## src/rtl/stream_req_arbiter.sv

```systemverilog
// Round-robin arbiter that shares one filter/input stream port among NUM_PE PE controllers.
// Grants one transfer at a time, pulses start/finish, and aborts stalled transfers via a watchdog.
module stream_req_arbiter #(
    parameter int NUM_PE  = 4,
    parameter int TIMEOUT = 1024
) (
    input  logic                      clk,
    input  logic                      rst,
    input  logic [NUM_PE-1:0]         req_filter_valid,
    input  logic [NUM_PE-1:0]         req_input_valid,
    input  logic                      stream_complete,
    output logic [NUM_PE-1:0]         grant_onehot,
    output logic [$clog2(NUM_PE)-1:0] stream_pe_id,
    output logic                      stream_is_input,
    output logic                      stream_start,
    output logic [NUM_PE-1:0]         stream_filter_finish,
    output logic [NUM_PE-1:0]         stream_input_finish,
    output logic                      err_timeout,
    output logic                      err_spurious
);

    localparam int IW = $clog2(NUM_PE);
    localparam int TW = (TIMEOUT > 0) ? $clog2(TIMEOUT + 1) : 1;

    typedef enum logic [1:0] {
        S_IDLE = 2'd0,
        S_BUSY = 2'd1,
        S_DONE = 2'd2
    } state_t;

    state_t              state_q, state_d;
    logic [NUM_PE-1:0]   grant_q, grant_d;
    logic [IW-1:0]       pe_id_q, pe_id_d;
    logic                is_input_q, is_input_d;
    logic                start_q, start_d;
    logic [IW-1:0]       rr_ptr_q, rr_ptr_d;
    logic [NUM_PE-1:0]   served_in_q, served_in_d;
    logic [NUM_PE-1:0]   served_f_q, served_f_d;
    logic [TW-1:0]       timer_q, timer_d;
    logic                err_timeout_q, err_timeout_d;
    logic                err_spurious_q, err_spurious_d;

    logic [NUM_PE-1:0]   elig_in, elig_f;
    logic                win_found;
    logic [IW-1:0]       win_idx;
    logic [IW-1:0]       rr_next;
    logic                timeout_hit;

    assign elig_in = req_input_valid & ~served_in_q;
    assign elig_f  = req_filter_valid & ~served_f_q;

    // Scan from rr_ptr upward with wrap; first PE with any eligible request wins.
    always_comb begin
        logic [IW:0] idx_wide;
        logic [IW-1:0] idx;
        win_found = 1'b0;
        win_idx   = '0;
        idx_wide  = '0;
        idx       = '0;
        for (int k = 0; k < NUM_PE; k++) begin
            idx_wide = {1'b0, rr_ptr_q} + (IW+1)'(k);
            if (idx_wide >= (IW+1)'(NUM_PE)) begin
                idx_wide = idx_wide - (IW+1)'(NUM_PE);
            end
            idx = idx_wide[IW-1:0];
            if (!win_found && (elig_in[idx] || elig_f[idx])) begin
                win_found = 1'b1;
                win_idx   = idx;
            end
        end
    end

    assign rr_next     = (pe_id_q == IW'(NUM_PE - 1)) ? '0 : pe_id_q + IW'(1);
    assign timeout_hit = (TIMEOUT != 0) && (timer_q == TW'(TIMEOUT - 1));

    always_comb begin
        state_d        = state_q;
        grant_d        = grant_q;
        pe_id_d        = pe_id_q;
        is_input_d     = is_input_q;
        start_d        = 1'b0;
        rr_ptr_d       = rr_ptr_q;
        timer_d        = timer_q;
        err_timeout_d  = err_timeout_q;
        err_spurious_d = err_spurious_q;

        case (state_q)
            S_IDLE: begin
                if (win_found) begin
                    state_d    = S_BUSY;
                    grant_d    = NUM_PE'(1) << win_idx;
                    pe_id_d    = win_idx;
                    is_input_d = elig_in[win_idx];
                    start_d    = 1'b1;
                    timer_d    = '0;
                end
            end
            S_BUSY: begin
                timer_d = timer_q + TW'(1);
                if (stream_complete) begin
                    state_d  = S_DONE;
                    rr_ptr_d = rr_next;
                end else if (timeout_hit) begin
                    state_d       = S_IDLE;
                    grant_d       = '0;
                    pe_id_d       = '0;
                    is_input_d    = 1'b0;
                    rr_ptr_d      = rr_next;
                    err_timeout_d = 1'b1;
                end
            end
            S_DONE: begin
                state_d    = S_IDLE;
                grant_d    = '0;
                pe_id_d    = '0;
                is_input_d = 1'b0;
            end
            default: begin
                state_d    = S_IDLE;
                grant_d    = '0;
                pe_id_d    = '0;
                is_input_d = 1'b0;
            end
        endcase

        if (stream_complete && (state_q != S_BUSY)) begin
            err_spurious_d = 1'b1;
        end
    end

    // A served bit only matters while the request is still held, so a low request always clears it.
    always_comb begin
        served_in_d = (served_in_q | stream_input_finish) & req_input_valid;
        served_f_d  = (served_f_q | stream_filter_finish) & req_filter_valid;
    end

    always_ff @(posedge clk) begin
        if (rst) begin
            state_q        <= S_IDLE;
            grant_q        <= '0;
            pe_id_q        <= '0;
            is_input_q     <= 1'b0;
            start_q        <= 1'b0;
            rr_ptr_q       <= '0;
            served_in_q    <= '0;
            served_f_q     <= '0;
            timer_q        <= '0;
            err_timeout_q  <= 1'b0;
            err_spurious_q <= 1'b0;
        end else begin
            state_q        <= state_d;
            grant_q        <= grant_d;
            pe_id_q        <= pe_id_d;
            is_input_q     <= is_input_d;
            start_q        <= start_d;
            rr_ptr_q       <= rr_ptr_d;
            served_in_q    <= served_in_d;
            served_f_q     <= served_f_d;
            timer_q        <= timer_d;
            err_timeout_q  <= err_timeout_d;
            err_spurious_q <= err_spurious_d;
        end
    end

    assign grant_onehot         = grant_q;
    assign stream_pe_id         = pe_id_q;
    assign stream_is_input      = is_input_q;
    assign stream_start         = start_q;
    assign stream_input_finish  = ((state_q == S_DONE) && is_input_q)  ? grant_q : '0;
    assign stream_filter_finish = ((state_q == S_DONE) && !is_input_q) ? grant_q : '0;
    assign err_timeout          = err_timeout_q;
    assign err_spurious         = err_spurious_q;

endmodule

```

## config.mk

```make
export PLATFORM = sky130hd
export DESIGN_NAME = stream_req_arbiter
export DESIGN_NICKNAME = d
export VERILOG_FILES = /design/src/rtl/stream_req_arbiter.sv
export SDC_FILE = /design/constraint.sdc
export NUM_CORES = 1
export LEC_CHECK = 0
export CAP_MARGIN = 20
export CORE_MARGIN = 8
export CORE_UTILIZATION = 40
export CTS_CLUSTER_DIAMETER = 50
export DETAILED_ROUTE_END_ITERATION = 8
export PLACE_DENSITY = 0.61
export SLEW_MARGIN = 5
export SYNTH_ARGS = -nofsm -noshare
export SYNTH_HDL_FRONTEND = slang
export SYNTH_SLANG_ARGS = --single-unit
export TNS_END_PERCENT = 30
```

## constraint.sdc

```tcl
create_clock -name clk -period 2.7 [get_ports clk]
set_input_delay 0.54 -clock clk [delete_from_list [all_inputs] [get_ports clk]]
set_output_delay 0.54 -clock clk [all_outputs]
set_load 0.005 [all_outputs]
```

==> results of run 1 <==
-- area by class of cell --
cell class                      instances  area (um^2)
Clock buffer                            5         68.8
Clock inverter                          3         17.5
Fill cell                             395         1870
Inverter                                3         11.3
Multi-Input combinational cell        142          980
Sequential cell                        33          661
Tap cell                               50         62.6
Timing Repair Buffer                   34          325
-- critical path, stage by stage (launching register included) --
cell	delay, ns
dfxtp_1	0.40
inv_1	0.13
nor3_1	0.40
and2_1	0.22
clkdlybuf4s50_1	0.51
-- routing by layer --
| layer | GRT usage [%] | up-vias | wire length [um] |
|---|---|---|---|
| li1 | - | 728 | - |
| met1 | 16.3 | 688 | 1790 |
| met2 | 20.4 | 31 | 1890 |
| met3 | 4.58 | 6 | 212 |
| met4 | 6.00 | 0 | 62 |
| met5 | 0 | - | 0 |
-- worst min-delay path by stage --
| stage | endpoint | slack, ns | depth (start not counted) |
|---|---|---|---|
| 4_1_cts | err_spurious$_SDFFE_PP0P_ | 0.48 | 2 |
| 5_1_grt | err_timeout$_SDFFE_PP0P_ | 0.51 | 2 |
| 3_5_place_dp | err_spurious$_SDFFE_PP0P_ | 0.46 | 2 |
| 3_3_place_gp | err_spurious$_SDFFE_PP0P_ | 0.46 | 2 |
| 2_1_floorplan | timer_q[0]$_SDFFE_PP0P_ | 0.46 | 1 |
| 6_report | err_spurious$_SDFFE_PP0P_ | 0.47 | 2 |
-- placed cells by master, fill, tap and decap left out, drive strengths merged, types with 3 or more instances in the layout --
cell type	instances
a21oi	6
nor2b	5
nor3	8
nand2	7
a211oi	3
nor3b	9
buf	6
and2	10
a22oi	3
clkdlybuf4s50	28
nand2b	6
nand3	4
clkbuf	5
inv	3
xor2	6
nand3b	4
o21ai	3
a311oi	3
nand4	4
o31ai	3
dfxtp	33
nor2	30
-- state kept, by name, summed over array words and instances (netlist names) --
name             count
timer_q             11
state_q              2
served_f_q           4
served_in_q          4
rr_ptr_q             2
err_spurious         1
stream_pe_id         2
grant_onehot         4
err_timeout          1
stream_is_input      1
stream_start         1
-- what timing repair did --
item	CTS	global route
resized for setup	0	1
setup endpoints to repair	0	3
buffers inserted	0	0
-- cell families after synthesis --
group	Yosys count
mux	2
compound gates	33
fa+ha+maj	2
flops	33
simple gates	97
buf+inv	8
xor+xnor	8
-- power by group through the flow --
stage | Sequential (mW) | Combinational (mW) | Clock (mW)
floorplan | 0.525 | 0.0924 | 0
global placement | 0.531 | 0.153 | 0
detailed placement | 0.532 | 0.155 | 0
CTS | 0.521 | 0.156 | 0.376
global route | 0.524 | 0.171 | 0.402
finish | 0.521 | 0.156 | 0.365
-- through the flow --
step,cells,utilization [%],setup slack (ns)
2_1_floorplan,183,-,0.719
3_3_place_gp,262,50.9,0.191
3_5_place_dp,262,50.9,0.155
4_1_cts,270,53.0,0.100
5_1_grt,270,53.1,0.0239
6_report,270,53.1,0.203
==> impl_metrics.toml, run 1 <==
[power]
finalPower_mw = 1.04
p_clk_share_pct = 35.0
power.net_switching_mw = 0.280
p_leak_nw = 0.748
p_comb_share_pct = 14.9
seq_power_share_pct = 50.0
power.density_nw_per_um2 = 490
ir_worst_vdd_mv = 0.279
switching_share_pct = 26.9
internal_power_mw = 0.762

[route]
final_antenna_net_count = 0
drc_errors = 0
vias = 1453
drtIter0Drc = 44
drt_wl_total_um = 3960
wl_per_cell_um = 14.7
viasPerCell = 5.38
dr.pass1.iters = 4

[status]
status = "finished, final reports clean"

[synthesis]
synth_xor_xnor_area_share_pct = 4.20
yosys.area.top_type = "dfxtp_1"
synth.area.mux_share_pct = 1.20
post-synth-top-count-cell = "dfxtp_1"
ys_types = 51
synth_compound_area_share_pct = 15.4
synthesis.area_um2 = 1670
synth_area_leaders = "dfxtp_1 (40%), nor2_1 (6.8%), nor3b_1 (4.1%), and2_1 (3.8%), nand2b_4 (3.3%)"
async_reset_ff_share_pct = 0
avgSynthCellArea_um2 = 9.11
yosysSeqAreaShare_pct = 39.6
yosys-top-cells-count = "dfxtp_1 (33), nor2_1 (30), and2_1 (10)"
syn-num-nets = 196
synth_top_family_by_area = "simple AND/OR/NAND/NOR gates"
syn_inst = 183
yosys_register_bits = 33
ys.flop_type = "dfxtp_1"
synth-simple-area-share_pct = 36.2
synth-edff-count = 0
synth_warnings = 0
synthAdderAreaFrac_pct = 1.50
synth_top_area_share_pct = 39.6

[timing]
skew_ns = 0.00522
whs_ns = 0.471
fmax_ghz = 0.400
hold_viol = 0
worst_slew_pin_slew_ns = 0.494
slew_headroom_pct = 66.8
finalCritPeriodShare_pct = 92.5
rsz0062_at_grt = "no"
setup_viol = 0
fin_crit_ns = 2.50
timing.setup.tns_ns = 0
slew_violations = 0

[cts]
clk_pin_slew_ns = 0.07
cts_tree = "yes"
cts_buffer_depth = 2
clock_sinks = 33
hold_buffers = 0
clockRootBuffer = "clkbuf_8"
clkLatencyLatePin_ns = 0.29
cts_buffers = 5
h-tree-depth = 2

[placement]
place_congestion = 0.902
io_buffers = 28
dpl.hpwl_um = 3050
dpl_cell_area_um2 = 2030

[final_layout]
drive_above_1_share_pct = 14.5
fin_area_um2 = 2130
areaGrowthSynthToFinish_pct = 27.6
num_antenna_cells = 0
fin_nets = 232

[setup_path]
startpoint_type = "flip-flop"
rr_startpoint = "timer_q[3]$_SDFFE_PP0P_"
required_ns = 2.16
crit_type = "flip-flop to output pin"
r2r-end = "stream_pe_id[1]$_SDFFE_PP0P_"
rrSetupSlack_ns = 0.71
cp-end-kind = "output pin"
worst-path-max-fanout = 5
critPathCapture = "stream_filter_finish[1]"
crit_arrival_ns = 1.96
ff2ff_path_depth = 7
cp-startpoint = "state_q[1]$_SDFFE_PP0P_"

[die]
die_w_um = 80.6
fp.dieH_um = 80.6
placementRows = 23
top_level_ports = 29
initial_core_util_pct = 41.7
core_area_um2 = 4000
dieArea_um2 = 6490

[worst_hold_path]
hold_class = "flip-flop to flip-flop"
holdCritStartpoint = "err_spurious$_SDFFE_PP0P_"

[grt]
track_usage_pct = 13.3
grt_overflow = 0
grt_pass1_wl_um = 6740
antenna_found_initial = 0
grt_pass1_vias = 1416
grt_max_degree = 17

[run]
maxCapViolCount = 0
(Power assumes the default switching activity.)
==> run 2, diff against run 1 <==
Settings changed: CTS_BUF_LIST from default to sky130_fd_sc_hd__clkbuf_8.
==> results of run 2 <==
Same layout as run 1: the final DEF is identical, and so are final timing and power.
==> run 3, diff against run 2 <==
Settings changed: CORE_ASPECT_RATIO from default to 1.75.
==> run 3 against run 2 <==
Global-route usage grew 1.2 points. Die area grew 1.3%. Clock-buffer cell count is the same. Sequential share of layout area shrank 0.091 points. Cell count is the same. Critical path depth grew 1. Final area grew 0.29%. Worst hold slack is essentially flat. Power grew 0.47%. Largest power group unchanged. Highest routed layer unchanged.
==> impl_metrics.toml, run 3 (synthesis gave the netlist of run 1 again) <==
[route]
vias = 1448
drtIter0Drc = 41
drt_wl_total_um = 4290
final_antenna_net_count = 0
viasPerCell = 5.36
dr.pass1.iters = 4
drc_errors = 0
wl_per_cell_um = 15.9

[power]
switching_share_pct = 27.1
power.density_nw_per_um2 = 491
p_leak_nw = 0.755
power.net_switching_mw = 0.284
seq_power_share_pct = 49.9
ir_worst_vdd_mv = 0.349
p_comb_share_pct = 15.2
p_clk_share_pct = 34.9
finalPower_mw = 1.05
internal_power_mw = 0.763

[timing]
finalCritPeriodShare_pct = 89.9
hold_viol = 0
timing.setup.tns_ns = 0
slew_headroom_pct = 64.5
rsz0062_at_grt = "no"
setup_ws_ns = 0.273
fin_crit_ns = 2.43
whs_ns = 0.472
slew_violations = 0
fmax_ghz = 0.412
setup_viol = 0
skew_ns = 0.0100
worst_slew_pin_slew_ns = 0.528

[grt]
met1_usage_pct = 13.1
grt_util_met2_pct = 28.8
track_usage_pct = 14.6
grt_use_met3_pct = 4.32
grt_pass1_vias = 1633
grt_max_degree = 23
antenna_found_initial = 0
top_usage_layer = "met2"
grt_pass1_wl_um = 7520
grt_overflow = 0

[setup_path]
startpoint_type = "flip-flop"
cp.depth = 5
crit_arrival_ns = 1.89
cp-startpoint = "state_q[1]$_SDFFE_PP0P_"
rr_startpoint = "timer_q[3]$_SDFFE_PP0P_"
rrSetupSlack_ns = 0.61
cp_slowest_stage_delay_ns = 0.51
r2r-end = "grant_onehot[0]$_SDFFE_PP0P_"
worst-path-max-fanout = 5
ff2ff_path_depth = 7
crit_chain = "inv_1 > nor3b_1 > buf_4 > and2_1 > clkdlybuf4s50_1"
slowest_stage = "clkdlybuf4s50_1"
crit_type = "flip-flop to output pin"
critical-path-top-delay-family = "buffers and inverters"
cp-end-kind = "output pin"
cp_num_buf_inv = 3
required_ns = 2.16

[cts]
clock_sinks = 33
h-tree-depth = 2
cts_buffer_depth = 2
clkLatencyLatePin_ns = 0.29
hold_buffers = 0
clockRootBuffer = "clkbuf_8"
cts_tree = "yes"
cts_buffers = 5
clk_pin_slew_ns = 0.07

[placement]
place_congestion = 0.925
io_buffers = 28
dpl.hpwl_um = 3350
placed_cells = 262
pre_cts_slack_ns = 0.166
dpl_cell_area_um2 = 2040

[die]
initial_core_util_pct = 40.9
fp.dieH_um = 101
die_w_um = 64.8
core_area_um2 = 4070
placementRows = 31
top_level_ports = 29
dieArea_um2 = 6570

[worst_hold_path]
hold_depth = 2
min_to = "err_spurious$_SDFFE_PP0P_"
holdCritStartpoint = "err_spurious$_SDFFE_PP0P_"
hold_class = "flip-flop to flip-flop"

[final_layout]
fin_area_um2 = 2130
layout_common_cells = "dfxtp_1 (33), nor2_1 (30), clkdlybuf4s50_1 (28)"
drive_above_1_share_pct = 14.9
fill_cells = 416
num_antenna_cells = 0
layout_commonest_cell = "dfxtp_1"
areaGrowthSynthToFinish_pct = 27.9
top_register = "timer_q"
fin_nets = 233
largest_reg_flops = 11
final_core_util_pct = 52.4
final_cells = 270

[run]
maxCapViolCount = 0

[status]
status = "finished, final reports clean"
## run 3: cell type report
type,instances,area (um^2),share of cell area [%]
clock buffers,5,68.8,3.23
flip-flops and latches,33,661,31.0
well taps,49,61.3,2.88
inverters,3,11.3,0.528
multi-input cells,142,980,46.0
clock inverters,3,17.5,0.822
repair buffers,35,333,15.6
## run 3: power by group through the flow
stage	logic, mW	clock network [mW]	registers [mW]
detailed placement	0.159	0	0.533
finish	0.160	0.365	0.522
global placement	0.157	0	0.532
floorplan	0.0924	0	0.525
CTS	0.160	0.381	0.521
global route	0.175	0.400	0.525
## run 3: timing repair
item | 4_1_cts | 5_1_grt
setup buffers | 0 | 0
setup endpoints to repair | 0 | 1
resized for setup | 0 | 1
## run 3: how the worst max path moves through the flow
stage          slack (ns)                            to
3_5_place_dp         0.17  stream_is_input$_SDFFE_PP0P_
4_1_cts              0.13       stream_filter_finish[2]
5_1_grt              0.13        stream_input_finish[1]
2_1_floorplan        0.72       timer_q[5]$_SDFFE_PP0P_
3_3_place_gp         0.20  stream_is_input$_SDFFE_PP0P_
6_report             0.27        stream_input_finish[2]
## run 3: layer usage
metal  vias to the layer above  routed length [um]  share of wire (%)
met1                       692                1610                 38
met2                        23                2450                 57
met4                         0                  69                1.6
met5                         -                   0                  0
met3                         6                 162                3.8
li1                        727                   -                  -
## run 3: worst min-delay path: cells and delay by family (launching register included)
| kind | cells | cell delay [ns] |
|---|---|---|
| AOI/OAI and AO/OA | 1 | 0.04 |
| DFF | 1 | 0.33 |
| and+or+nand+nor | 1 | 0.07 |
==> RTL edit 1, RTL diff (settings of run 1) <==
Encoding of `state_t`: now one-hot (3 bits for 3 states).
--- a/src/rtl/stream_req_arbiter.sv
+++ b/src/rtl/stream_req_arbiter.sv
@@ -22,10 +22,10 @@
     localparam int IW = $clog2(NUM_PE);
     localparam int TW = (TIMEOUT > 0) ? $clog2(TIMEOUT + 1) : 1;
 
-    typedef enum logic [1:0] {
-        S_IDLE = 2'd0,
-        S_BUSY = 2'd1,
-        S_DONE = 2'd2
+    typedef enum logic [2:0] {
+        S_IDLE = 3'b001,
+        S_BUSY = 3'b010,
+        S_DONE = 3'b100
     } state_t;
 
     state_t              state_q, state_d;
Function: same outputs for any inputs over 10 cycles, from zero or initial values and one cycle with rst high; not proved beyond that.
==> RTL edit 1 against run 1 <==
Synthesized area is 4.1% higher; worst setup slack improved by 0.13 ns; final area rose by 3.3%; clock skew rose by 0.0022 ns; total power grew 15%; critical path type unchanged; cell count increased by 3.0%; highest routed layer unchanged; sequential cell count rose by 1; wire length rose by 3.2%.
==> RTL edit 1: results (changes against run 1) <==
| Metric | Value |
|---|---|
| Min Hold Slack | `0.476 ns (was 0.471 ns)` |
| Peak clock frequency supported by timing | `422 MHz (was 400 MHz)` |
| Wire length of the first global-routing pass | `6.64 mm (was 6.74 mm)` |
| Routed via count | `1529 (was 1453)` |
| Met2 wire length | `1.78 mm (was 1.89 mm)` |
| Clock skew after layout | `0.00739 ns (was 0.00522 ns)` |
| Drt initial violations | `111 (was 44)` |
| Biggest area contributors in the synthesized netlist | `sky130_fd_sc_hd__dfxtp_1 (39%), sky130_fd_sc_hd__nor2_1 (5.4%), sky130_fd_sc_hd__a21oi_1 (4.3%), sky130_fd_sc_hd__nor3b_1 (4.3%), sky130_fd_sc_hd__and2_1 (4.0%) (was sky130_fd_sc_hd__dfxtp_1 (40%), sky130_fd_sc_hd__nor2_1 (6.8%), sky130_fd_sc_hd__nor3b_1 (4.1%), sky130_fd_sc_hd__and2_1 (3.8%), sky130_fd_sc_hd__nand2b_4 (3.3%))` |
| Met2 capacity usage during global routing | `0.185 (was 0.204)` |
| Static leakage | `0.822 nW (was 0.748 nW)` |
| GRT Util Overall | `0.127 (was 0.133)` |
| Detail Placement HPWL | `3.04 mm (was 3.05 mm)` |
| Net Count, Synth | `207 (was 196)` |
| Placement Cell Area | `2080 µm² (was 2030 µm²)` |
| Post-layout instance count excluding filler cells | `278 (was 270)` |
| Nets | `239 (was 232)` |
| Top post-synthesis cells by count | `sky130_fd_sc_hd__dfxtp_1 (34), sky130_fd_sc_hd__nor2_1 (25), sky130_fd_sc_hd__a21oi_1 (15) (was sky130_fd_sc_hd__dfxtp_1 (33), sky130_fd_sc_hd__nor2_1 (30), sky130_fd_sc_hd__and2_1 (10))` |
| Synthesized-area fraction occupied by adder cells | `0.0144 (was 0.0150)` |
| GP Congestion | `0.810 (was 0.902)` |
| Filler Cell Count | `393 (was 395)` |
| XOR/XNOR Fraction of Synth Area | `0 (was 0.0420)` |
| Placed cells | `271 (was 262)` |
| Sum of routed wire length over all layers | `4.08 mm (was 3.96 mm)` |
| Met3 track demand over resource in global routing | `0.0383 (was 0.0458)` |
| Startpoint of the lowest-slack register-to-register path | `timer_q[0]$_SDFFE_PP0P_ (was timer_q[3]$_SDFFE_PP0P_)` |
| Worst setup endpoint | `stream_input_finish[2] (was stream_filter_finish[1])` |
| Via count of the first global-routing pass | `1376 (was 1416)` |
| Result of the run | `completed (unchanged)` |
| Largest fanout on the critical path | `4 (was 5)` |
| Worst R2R Setup Slack | `0.51 ns (was 0.71 ns)` |
| Max rail drop VDD | `0.288 mV (was 0.279 mV)` |
| Reg-to-Reg End | `grant_onehot[1]$_SDFFE_PP0P_ (was stream_pe_id[1]$_SDFFE_PP0P_)` |
| Pre-CTS worst setup slack | `0.159 ns (was 0.155 ns)` |
[RTL edit 1: cell count changes after synthesis, sizes merged, moves of 3 or more]
cell and change:
o21ai +4, nor2 -4, nand2 +6, a21oi +10
clkbuf +3, nor3 -5, or3 +3, and3 +4
xor2 -6, nand4 -3
[RTL edit 1: cell type report]
class                           instances  share of cell area
Clock buffer                            6              0.0376
Clock inverter                          1              0.0137
Inverter                                3             0.00513
Multi-Input combinational cell        148               0.456
Sequential cell                        34               0.310
Tap cell                               52              0.0296
Timing Repair Buffer                   34               0.148
[RTL edit 1: logic make-up after synthesis]
logic type,after synthesis
adder cells (fa/ha/maj),2
AND/OR/NAND/NOR,96
AO/OA/AOI/OAI,49
flip-flops,34
buffers and inverters,12
multiplexers,1
[RTL edit 1: power by group]
part / total, mW / internal, mW / switching, mW / leakage [nW]
registers: 0.534 / 0.518 / 0.0157 / 0.276
clock network: 0.477 / 0.295 / 0.182 / 0.0573
logic: 0.183 / 0.0835 / 0.0993 / 0.489
==> RTL edit 2, RTL diff (settings of run 1) <==
Without the edit above. `TIMEOUT`: 1024 -> 2048.
--- a/src/rtl/stream_req_arbiter.sv
+++ b/src/rtl/stream_req_arbiter.sv
@@ -2,7 +2,7 @@
 // Grants one transfer at a time, pulses start/finish, and aborts stalled transfers via a watchdog.
 module stream_req_arbiter #(
     parameter int NUM_PE  = 4,
-    parameter int TIMEOUT = 1024
+    parameter int TIMEOUT = 2048
 ) (
     input  logic                      clk,
     input  logic                      rst,
Check against the original RTL: same outputs for any inputs over 10 cycles, from zero or initial values and one cycle with rst high; that may be too few to reach the edited logic, so the function may still have changed.
==> RTL edit 2 against run 1 <==
Sequential cell count rose by 1; worst setup slack improved by 0.082 ns; sequential share of layout area rose by 0.89 points; wire length rose by 13%; synthesized area rose by 0.15%; total power rose by 11%; synthesized cell count rose by 3.3%; utilization rose by 0.094 points; final area rose by 0.18%; critical path type is now input port to flip-flop; largest power group unchanged.
==> RTL edit 2: results (changes against run 1) <==
| Metric | Value |
|---|---|
| Worst Reg2Reg Path Length in Cells | `6 (was 7)` |
| Net Count, Synth | `202 (was 196)` |
| Slowest library cell on the worst path | `sky130_fd_sc_hd__or4_1 (was sky130_fd_sc_hd__clkdlybuf4s50_1)` |
| Number of buffers created by CTS | `5 (unchanged)` |
| Filler Cell Count | `367 (was 395)` |
| Nets | `233 (was 232)` |
| Static leakage | `0.857 nW (was 0.748 nW)` |
| Post-synthesis cell count | `189 (was 183)` |
| GRT Util Overall | `0.139 (was 0.133)` |
| Instance count along the most critical hold path | `1 (was 2)` |
| Register area share after synthesis | `0.408 (was 0.396)` |
| Share of layout cells above drive strength 1 | `0.104 (was 0.145)` |
| Sum of routed wire length over all layers | `4.49 mm (was 3.96 mm)` |
| Result of the run | `completed (unchanged)` |
| Max rail drop VDD | `0.403 mV (was 0.279 mV)` |
| Biggest area contributors in the synthesized netlist | `sky130_fd_sc_hd__dfxtp_1 (41%), sky130_fd_sc_hd__o211a_1 (4.8%), sky130_fd_sc_hd__nor2_1 (4.3%), sky130_fd_sc_hd__a311oi_1 (3.7%), sky130_fd_sc_hd__a21oi_1 (3.6%) (was sky130_fd_sc_hd__dfxtp_1 (40%), sky130_fd_sc_hd__nor2_1 (6.8%), sky130_fd_sc_hd__nor3b_1 (4.1%), sky130_fd_sc_hd__and2_1 (3.8%), sky130_fd_sc_hd__nand2b_4 (3.3%))` |
| Max reg flops | `12 (was 11)` |
| Clock skew after layout | `0.0109 ns (was 0.00522 ns)` |
| Pre-CTS worst setup slack | `0.0527 ns (was 0.155 ns)` |
| Max-slew headroom | `0.699 (was 0.668)` |
| Via count of the first global-routing pass | `1536 (was 1416)` |
| Post-layout instance count excluding filler cells | `271 (was 270)` |
| Placed cells | `263 (was 262)` |
| Top post-synthesis cells by count | `sky130_fd_sc_hd__dfxtp_1 (34), sky130_fd_sc_hd__nor2_1 (19), sky130_fd_sc_hd__a21oi_1 (12) (was sky130_fd_sc_hd__dfxtp_1 (33), sky130_fd_sc_hd__nor2_1 (30), sky130_fd_sc_hd__and2_1 (10))` |
| Startpoint of the lowest-slack register-to-register path | `served_f_q[1]$_SDFF_PP0_ (was timer_q[3]$_SDFFE_PP0P_)` |
| Area leader, netlist | `sky130_fd_sc_hd__dfxtp_1 (unchanged)` |
| Source of the worst hold timing path | `timer_q[10]$_SDFFE_PP0P_ (was err_spurious$_SDFFE_PP0P_)` |
| Detail Placement HPWL | `3.28 mm (was 3.05 mm)` |
| Wire length of the first global-routing pass | `7.16 mm (was 6.74 mm)` |
| Gate family responsible for the most delay along the worst path | `simple AND/OR/NAND/NOR gates (was buffers and inverters)` |
| Average via count per standard cell | `5.72 (was 5.38)` |
| Max Buffers Root-to-Sink | `2 (unchanged)` |
| Beginning of the critical path | `req_filter_valid[1] (was state_q[1]$_SDFFE_PP0P_)` |
| Placement Cell Area | `2010 µm² (was 2030 µm²)` |
| GP Congestion | `0.931 (was 0.902)` |
| Largest net degree at the start of global routing | `24 (was 17)` |
RTL edit 2: cell types whose count changed after synthesis, moves of 4 or more:
| cell | run 1 | this run |
|---|---|---|
| sky130_fd_sc_hd__nor2b_1 | 1 | 5 |
| sky130_fd_sc_hd__a311oi_1 | 1 | 7 |
| sky130_fd_sc_hd__nor3b_1 | 9 | 1 |
| sky130_fd_sc_hd__nand2b_4 | 4 | 0 |
| sky130_fd_sc_hd__nor3_1 | 8 | 4 |
| sky130_fd_sc_hd__xor2_1 | 6 | 0 |
| sky130_fd_sc_hd__nand2_1 | 6 | 11 |
| sky130_fd_sc_hd__o21ai_0 | 2 | 11 |
| sky130_fd_sc_hd__nor2_1 | 30 | 19 |
| sky130_fd_sc_hd__o211a_1 | 0 | 8 |
| sky130_fd_sc_hd__a21oi_1 | 6 | 12 |
RTL edit 2: final cells by class:
class	instances	share of cell area
inverters	6	0.0106
multi-input cells	140	0.438
well taps	50	0.0294
repair buffers	33	0.149
flip-flops and latches	34	0.320
clock inverters	3	0.0212
clock buffers	5	0.0323
RTL edit 2: what timing repair did:
action,4_1_cts,5_1_grt
setup endpoints to repair,0,4
hold buffers,0,0
resized for setup,0,1
RTL edit 2: cell families (layout without fill, tap and decap cells):
family	Yosys count	count (layout)	synth area share
and+or+nand+nor	75	75	0.266
AOI/OAI and AO/OA	61	61	0.262
DFF	34	34	0.408
buffers and inverters	15	47	0.0367
adders and majority gates	2	2	0.0150
muxes	2	2	0.0120
RTL edit 2: power by group:
group | switching (mW) | leakage (nW) | internal (mW)
sequential | 0.0162 | 0.276 | 0.517
combinational | 0.0792 | 0.531 | 0.0691
clock | 0.197 | 0.0504 | 0.275
total | 0.292 | 0.857 | 0.861
RTL edit 2: routing by layer:
layer	track usage	wire, µm	vias up	share of wire
met3	0.0424	369	8	0.082
met4	0.0673	66	0	0.015
met5	0	0	-	0
met1	0.178	2030	720	0.45
li1	-	-	767	-
met2	0.205	2020	56	0.45
RTL edit 2: path summary, 6_finish.rpt:
check	slack, ns	endpoint
max	0.29	stream_is_input$_SDFFE_PP0P_
min	0.45	timer_q[10]$_SDFFE_PP0P_
max reg2reg	0.72	stream_is_input$_SDFFE_PP0P_
min reg2reg	0.45	timer_q[10]$_SDFFE_PP0P_
RTL edit 2: metrics by stage:
step	hold slack, ns	utilization
3_3_place_gp	0.424	0.503
3_5_place_dp	0.435	0.503
5_1_grt	0.462	0.532
6_report	0.453	0.532
2_1_floorplan	0.412	-
4_1_cts	0.449	0.531
